[config.mk]
export PLATFORM = sky130hd
export DESIGN_NAME = pipelined_adder
export DESIGN_NICKNAME = d
export VERILOG_FILES = /design/src/rtl/pipelined_adder.sv
export SDC_FILE = /design/constraint.sdc
export NUM_CORES = 1
export LEC_CHECK = 0
export CAP_MARGIN = 20
export CORE_MARGIN = 4
export CORE_UTILIZATION = 49
export DETAILED_ROUTE_END_ITERATION = 10
export GPL_ROUTABILITY_DRIVEN = 0
export PLACE_DENSITY = 0.74
export SLEW_MARGIN = 20
export SYNTH_ARGS = -nofsm -noshare
export SYNTH_HDL_FRONTEND = slang
export SYNTH_SLANG_ARGS = --single-unit
[constraint.sdc]
create_clock -name clk -period 3.3 [get_ports clk]
set_input_delay 0.66 -clock clk [delete_from_list [all_inputs] [get_ports clk]]
set_output_delay 0.66 -clock clk [all_outputs]
set_load 0.02 [all_outputs]
[src/rtl/pipelined_adder.sv]
// Pipelined two's-complement adder/subtractor, one carry chunk per stage.
// Optional macro PIPELINED_ADDER_SAT_EN clamps the sum on signed overflow.
module pipelined_adder #(
    parameter int WIDTH  = 16,
    parameter int STAGES = 4
) (
    input  logic             clk,
    input  logic             rst,
    input  logic             en,
    input  logic             in_valid,
    input  logic             sub,
    input  logic [WIDTH-1:0] a,
    input  logic [WIDTH-1:0] b,
    input  logic             cin,
    output logic             out_valid,
    output logic [WIDTH-1:0] sum,
    output logic             cout,
    output logic             ovf
);

    localparam int C = WIDTH / STAGES;

    if (WIDTH < 2 || STAGES < 1 || STAGES > WIDTH || (WIDTH % STAGES) != 0) begin : g_bad
        $error("pipelined_adder: illegal WIDTH/STAGES combination");
    end

    logic [WIDTH-1:0] b_in;
    logic             c_in;

    // Inversion and forced carry are applied at entry so they ride with the op.
    assign b_in = sub ? ~b : b;
    assign c_in = sub | cin;

    logic [C-1:0]     fa;
    logic [C-1:0]     fb;
    logic             fc;
    logic             fv;
    logic [C:0]       fadd;
    logic [WIDTH-1:0] res;

    assign fadd = {1'b0, fa} + {1'b0, fb} + {{C{1'b0}}, fc};

    if (STAGES == 1) begin : g_one
        assign fa  = a;
        assign fb  = b_in;
        assign fc  = c_in;
        assign fv  = in_valid;
        assign res = fadd[C-1:0];
    end else begin : g_pipe
        for (genvar k = 0; k < STAGES - 1; k++) begin : g_st
            localparam int R = WIDTH - (k + 1) * C;
            localparam int D = (k + 1) * C;

            logic         v_q, c_q, v_d;
            logic [R-1:0] a_q, b_q, a_d, b_d;
            logic [D-1:0] s_q, s_d;
            logic [C:0]   add;

            if (k == 0) begin : g_in
                assign add = {1'b0, a[C-1:0]} + {1'b0, b_in[C-1:0]}
                           + {{C{1'b0}}, c_in};
                assign v_d = in_valid;
                assign a_d = a[WIDTH-1:C];
                assign b_d = b_in[WIDTH-1:C];
                assign s_d = add[C-1:0];
            end else begin : g_mid
                assign add = {1'b0, g_st[k-1].a_q[C-1:0]}
                           + {1'b0, g_st[k-1].b_q[C-1:0]}
                           + {{C{1'b0}}, g_st[k-1].c_q};
                assign v_d = g_st[k-1].v_q;
                assign a_d = g_st[k-1].a_q[R+C-1:C];
                assign b_d = g_st[k-1].b_q[R+C-1:C];
                assign s_d = {add[C-1:0], g_st[k-1].s_q};
            end

            always_ff @(posedge clk or posedge rst) begin
                if (rst) begin
                    v_q <= 1'b0;
                    c_q <= 1'b0;
                    a_q <= '0;
                    b_q <= '0;
                    s_q <= '0;
                end else if (en) begin
                    v_q <= v_d;
                    c_q <= add[C];
                    a_q <= a_d;
                    b_q <= b_d;
                    s_q <= s_d;
                end
            end
        end

        assign fa  = g_st[STAGES-2].a_q;
        assign fb  = g_st[STAGES-2].b_q;
        assign fc  = g_st[STAGES-2].c_q;
        assign fv  = g_st[STAGES-2].v_q;
        assign res = {fadd[C-1:0], g_st[STAGES-2].s_q};
    end

    logic             cout_d;
    logic             ovf_d;
    logic [WIDTH-1:0] sum_d;

    assign cout_d = fadd[C];
    // Carry into the MSB is recovered from the MSB sum bit and its operands.
    assign ovf_d  = (fa[C-1] ^ fb[C-1] ^ res[WIDTH-1]) ^ cout_d;

`ifdef PIPELINED_ADDER_SAT_EN
    assign sum_d = ovf_d ? {fa[C-1], {(WIDTH-1){~fa[C-1]}}} : res;
`else
    assign sum_d = res;
`endif

    always_ff @(posedge clk or posedge rst) begin
        if (rst) begin
            out_valid <= 1'b0;
            sum       <= '0;
            cout      <= 1'b0;
            ovf       <= 1'b0;
        end else if (en) begin
            out_valid <= fv;
            if (fv) begin
                sum  <= sum_d;
                cout <= cout_d;
                ovf  <= ovf_d;
            end
        end
    end

endmodule
; Word-level counts from Yosys, hierarchy flattened
; Cells that the tools add are included.
[word_totals]
output_inout_bits = 19
wordCells = 34
input_bits = 38
register_bits = 97
[op_classes]
reduce_logical = 1
muxes = 1
bitwise_logic = 5
addsub = 8
[op_table]
columns = operator, count
row1 = $add A4 B4 Y5, 4
row2 = $add A5 B1 Y5, 4
row3 = $mux W16, 1
row4 = $not A16 Y16, 1
row5 = $xor A1 B1 Y1, 3
row6 = $reduce_and A2 Y1, 1
row7 = $or A1 B1 Y1, 1

; Longest topological paths before layout
[logic_depth]
ltp_word = 4
ltp_mapped = 10
mapped_depth_nobuf = 8

; Worst setup path before layout
; OpenSTA, ideal clock, no wires.
[synth_path]
path_kind = input to register
start = input sub
end = register g_pipe.g_st[0].c_q
path_stages = 10
setup_ns = 0.126
required_ns = 3.174
n_path_buf = 2
arrival_ns = 2.285
slack_ns = 0.889
cell_sequence = buf_4 buf_6 or2_2 fa_1 inv_1 fa_1 inv_1 a21o_1 a21oi_1 a21oi_1
[synth_between]
elab_chain_cells = 3
elab_cells_between_ends = 4
classes_between = 2 x add/sub / 1 x mux / 1 x bitwise
[synth_rtl]
columns = item, line_no
row1 = "start, declared", 11  ; input logic sub,
row2 = $mux W16, 31  ; assign b_in = sub ? ~b : b;
row3 = $add A4 B4 Y5, 60  ; assign add = {1'b0, a[C-1:0]} + {1'b0, b_in[C-1:0]}
row4 = $add A5 B1 Y5 (*), 61  ; + {{C{1'b0}}, c_in};
row5 = "end signal, assigned", 85  ; c_q <= add[C];
row6 = "end, declared", 54  ; logic v_q, c_q, v_d;
; Mark *: on every way between the ends. The rest lies on a longest branch, timed or not.
; A chain may end at the register's enable or synchronous reset.

; Worst setup path after layout
[layout_path]
start = input sub
end = register g_pipe.g_st[0].s_q[3]
[layout_between]
elab_chain_cells = 3
elab_cells_between_ends = 4
classes_between = 2 x add/sub / 1 x mux / 1 x bitwise
[layout_rtl]
columns = item, line_no
row1 = $mux W16, 31
row2 = $add A4 B4 Y5, 60
row3 = $add A5 B1 Y5 (*), 61
row4 = "end signal, assigned", 82  ; s_q <= '0;
row5 = "end signal, assigned", 88  ; s_q <= s_d;
row6 = "end, declared", 56  ; logic [D-1:0] s_q, s_d;
; Marks and branches as above.

==> results.ini <==
[run_status]
status = completed

[pwr]
clkPwrFrac_pct = 23.5
p_sw_mw = 1.065
power_density_mw_per_mm2 = 707.0
combinationalPowerShare_pct = 29.7
p_int_mw = 2.552
power.share.switching_pct = 29.44
pwr-share-seq_pct = 46.7
ir_drop_v = 0.0003002
leakage_nw = 2.202
fin_total_pwr_mw = 3.617

[drt]
first_iter_violations = 55
routed_wl_mm = 6.844
vias = 2408
drc = 0
ant_nets = 0
via_per_inst = 5.048
drt_pass1_iterations = 4
wire_per_inst_um = 14.35

[clock_tree]
cts_buffers = 9
postCtsSetupBuffers = 0
cts_hold_buf = 0
cts-root-buf = clkbuf_8
cts_max_level = 3
cts_tree = yes
cts_resized = 0
cts.sinks = 97
clkLatencyLatePin_ns = 0.35
cts_buffer_depth = 2
clk_pin_slew_worst_paths_ns = 0.10

[final_layout]
fin_nets = 425
num_antenna_cells = 0
fillers = 678
layout-drive-gt1-share_pct = 26.08
area_growth_pct = 20.02
register_area_sq_mm = 0.002427
multi_input_area_sq_mm = 0.001688

[setup_path]
crit_fanout = 15
crit_chain = clkdlybuf4s50_1 -> buf_4 -> xor2_1 -> ha_1 -> a21o_1 -> a21oi_2 -> xnor2_1 -> mux2_2
worst-setup-path-type = in2reg
cpLargestDelayFamily = buffers and inverters
critPathCapture = g_pipe.g_st[0].s_q[3]
crit_path_max_incr_delay_ns = 0.55
crit_cells = 8
path_buf_inv = 2
reg2reg_slack_ns = 1.47
endpoint_kind = register
reg2reg_depth = 7
worstPathRequired_ns = 3.54
cp.arrival_ns = 2.71
r2r_end = ovf
r2r_start = fc
start_kind = primary input
critPathLaunch = sub
cp_slowest_cell = clkdlybuf4s50_1

[synthesis]
synth_compound_area_share_pct = 5.577
yosysTopAreaCellShare_pct = 56.94
netlist_instances = 312
avgSynthCellArea_sq_um = 13.66
ys_seq_area_share_pct = 56.94
synthXorXnorAreaFrac_pct = 5.136
synthTopCellsByArea = dfrtp_1, mux2_2, fa_1
ys_seq_elements = 97
yosys.area.top_type = dfrtp_1
synth_top_family_by_area = multiplexers
synth.distinct_cells = 20
yosys_warnings = 0
synthMuxAreaShare_pct = 18.84
syn-cell-area_sq_mm = 0.004263
synthAdderAreaFrac_pct = 7.279
synthSimpleGateAreaFrac_pct = 2.759
syn_nets = 370

[floorplan]
die_area_sq_mm = 0.01026
io_pins = 57
start_util_pct = 51.11
die_x_um = 101.3
std_cell_rows = 33
coreArea_sq_mm = 0.008341
die_h_um = 101.3

[grt]
gr-total-overflow = 0
antenna_found_initial = 0
grt_pass1_wl_mm = 11.72
grt_pass1_vias = 2493
grt_max_degree = 65
grt_util_all_layers_pct = 14.54

[worst_hold_path]
hold_class = reg2reg

[timing]
fmax_mhz = 405.0
clock_skew_ns = 0.009307
setup_tns_ns = 0
fin_crit_ns = 2.469
fin_crit_sh_pct = 74.83
relSlewSlack_pct = 44.42
worstMarginPinSlew_ns = 0.8316
hold_violations = 0
rsz0062_at_grt = false
setup_viol = 0
finalMaxSlewViolations = 0

[placed_design]
numPortBuffers = 56
dp_hpwl_mm = 4.852

[flow_run]
cap_violations = 0

[per-stage QoR]
step / hold slack, ns / cell area, sq um / worst slack [ns] / utilization [%] / cells
2_1_floorplan: 0.4492 / 4263 / 0.1063 / - / 312
3_3_place_gp: 0.4650 / 4891 / 0.5455 / 58.64 / 461
3_5_place_dp: 0.4717 / 4891 / 0.4401 / 58.64 / 461
4_1_cts: 0.4948 / 5116 / 0.8152 / 61.34 / 477
5_1_grt: 0.5264 / 5116 / 0.7466 / 61.34 / 477
6_report: 0.4884 / 5116 / 0.8308 / 61.34 / 477
[sequential cells by signal, indices dropped and copies added, names as in the netlist, 2 cells and up]
register	count
g_pipe.g_st.b_q	20
g_pipe.g_st.v_q	2
g_pipe.g_st.c_q	2
sum	16
fb	4
g_pipe.g_st.a_q	20
g_pipe.g_st.s_q	24
fa	4
[final cells by class]
cell class              count  area share, %
repair buffers             59          11.59
well taps                 105          2.568
inverters                  13          1.003
flip-flops and latches     97          47.44
multi-input cells         187          32.99
clock inverters             7          1.981
clock buffers               9          2.421
[per-layer routing]
layer	part of all wire (%)	routed length, um	vias up	global-route usage, %
met3	3.7	255	12	2.273
met1	48	3265	1193	20.23
met4	1.9	131	0	5.828
met5	0	0	-	0
li1	-	-	1165	-
met2	47	3193	38	23.04
[logic make-up (layout without fill, tap and decap cells)]
family / count (synthesis) / after routing
buffers and inverters: 28 / 88
AOI/OAI and AO/OA: 41 / 41
muxes: 71 / 71
xor gates and xnor gates: 25 / 25
adders and majority gates: 20 / 20
and+or+nand+nor: 30 / 30
DFF: 97 / 97
[worst reg2reg max path: cells and delay by family (launching register included)]
kind                     cells  cell delay (ns)
buffers and inverters        1             0.07
adder cells (fa/ha/maj)      2             0.63
XOR/XNOR                     1             0.17
flip-flops                   1             0.39
AND/OR/NAND/NOR              1             0.16
AO/OA/AOI/OAI                2             0.28
[placed cells by master, fill, tap and decap left out, drive strengths merged]
master,n
dfrtp,97
mux2,71
clkdlybuf4s50,55
a21oi,26
nor2,20
xnor2,18
inv,16
ha,12
clkbuf,9
nand2,8
fa,8
o21ai,8
xor2,7
a21o,7
buf,4
bufinv,2
or2,1
nand2b,1
clkinv,1
clkinvlp,1
[how the worst min path moves through the flow]
| stage | startpoint | end | slack (ns) | cells after the start |
|---|---|---|---|---|
| after floorplan | g_pipe.g_st[1].a_q[5] | fa[1] | 0.45 | 2 |
| after global placement | sum[15] | sum[15] | 0.47 | 2 |
| after detailed placement | sum[15] | sum[15] | 0.47 | 2 |
| after CTS | sum[15] | sum[15] | 0.49 | 2 |
| after global routing | g_pipe.g_st[2].s_q[2] | g_pipe.g_st[2].s_q[2] | 0.53 | 1 |
| final | sum[15] | sum[15] | 0.49 | 2 |
[power groups by stage]
stage	Clock, mW	Combinational (mW)	Sequential, mW
after floorplan	0	0.571	1.81
after global placement	0	1.06	1.70
after detailed placement	0	1.09	1.72
after CTS	0.872	1.09	1.70
after global routing	0.919	1.18	1.74
final	0.852	1.08	1.69
[cell usage after synthesis]
master and n:
a21o_1 7, a21oi_1 22, a21oi_2 4, buf_2 7, buf_4 7, buf_6 1
dfrtp_1 97, fa_1 8, ha_1 12, inv_1 13, mux2_2 70, mux2_4 1
nand2_1 8, nand2b_1 1, nor2_1 20, o21ai_0 7, o21ai_1 1, or2_2 1
xnor2_1 18, xor2_1 7
(Power assumes the default switching activity.)
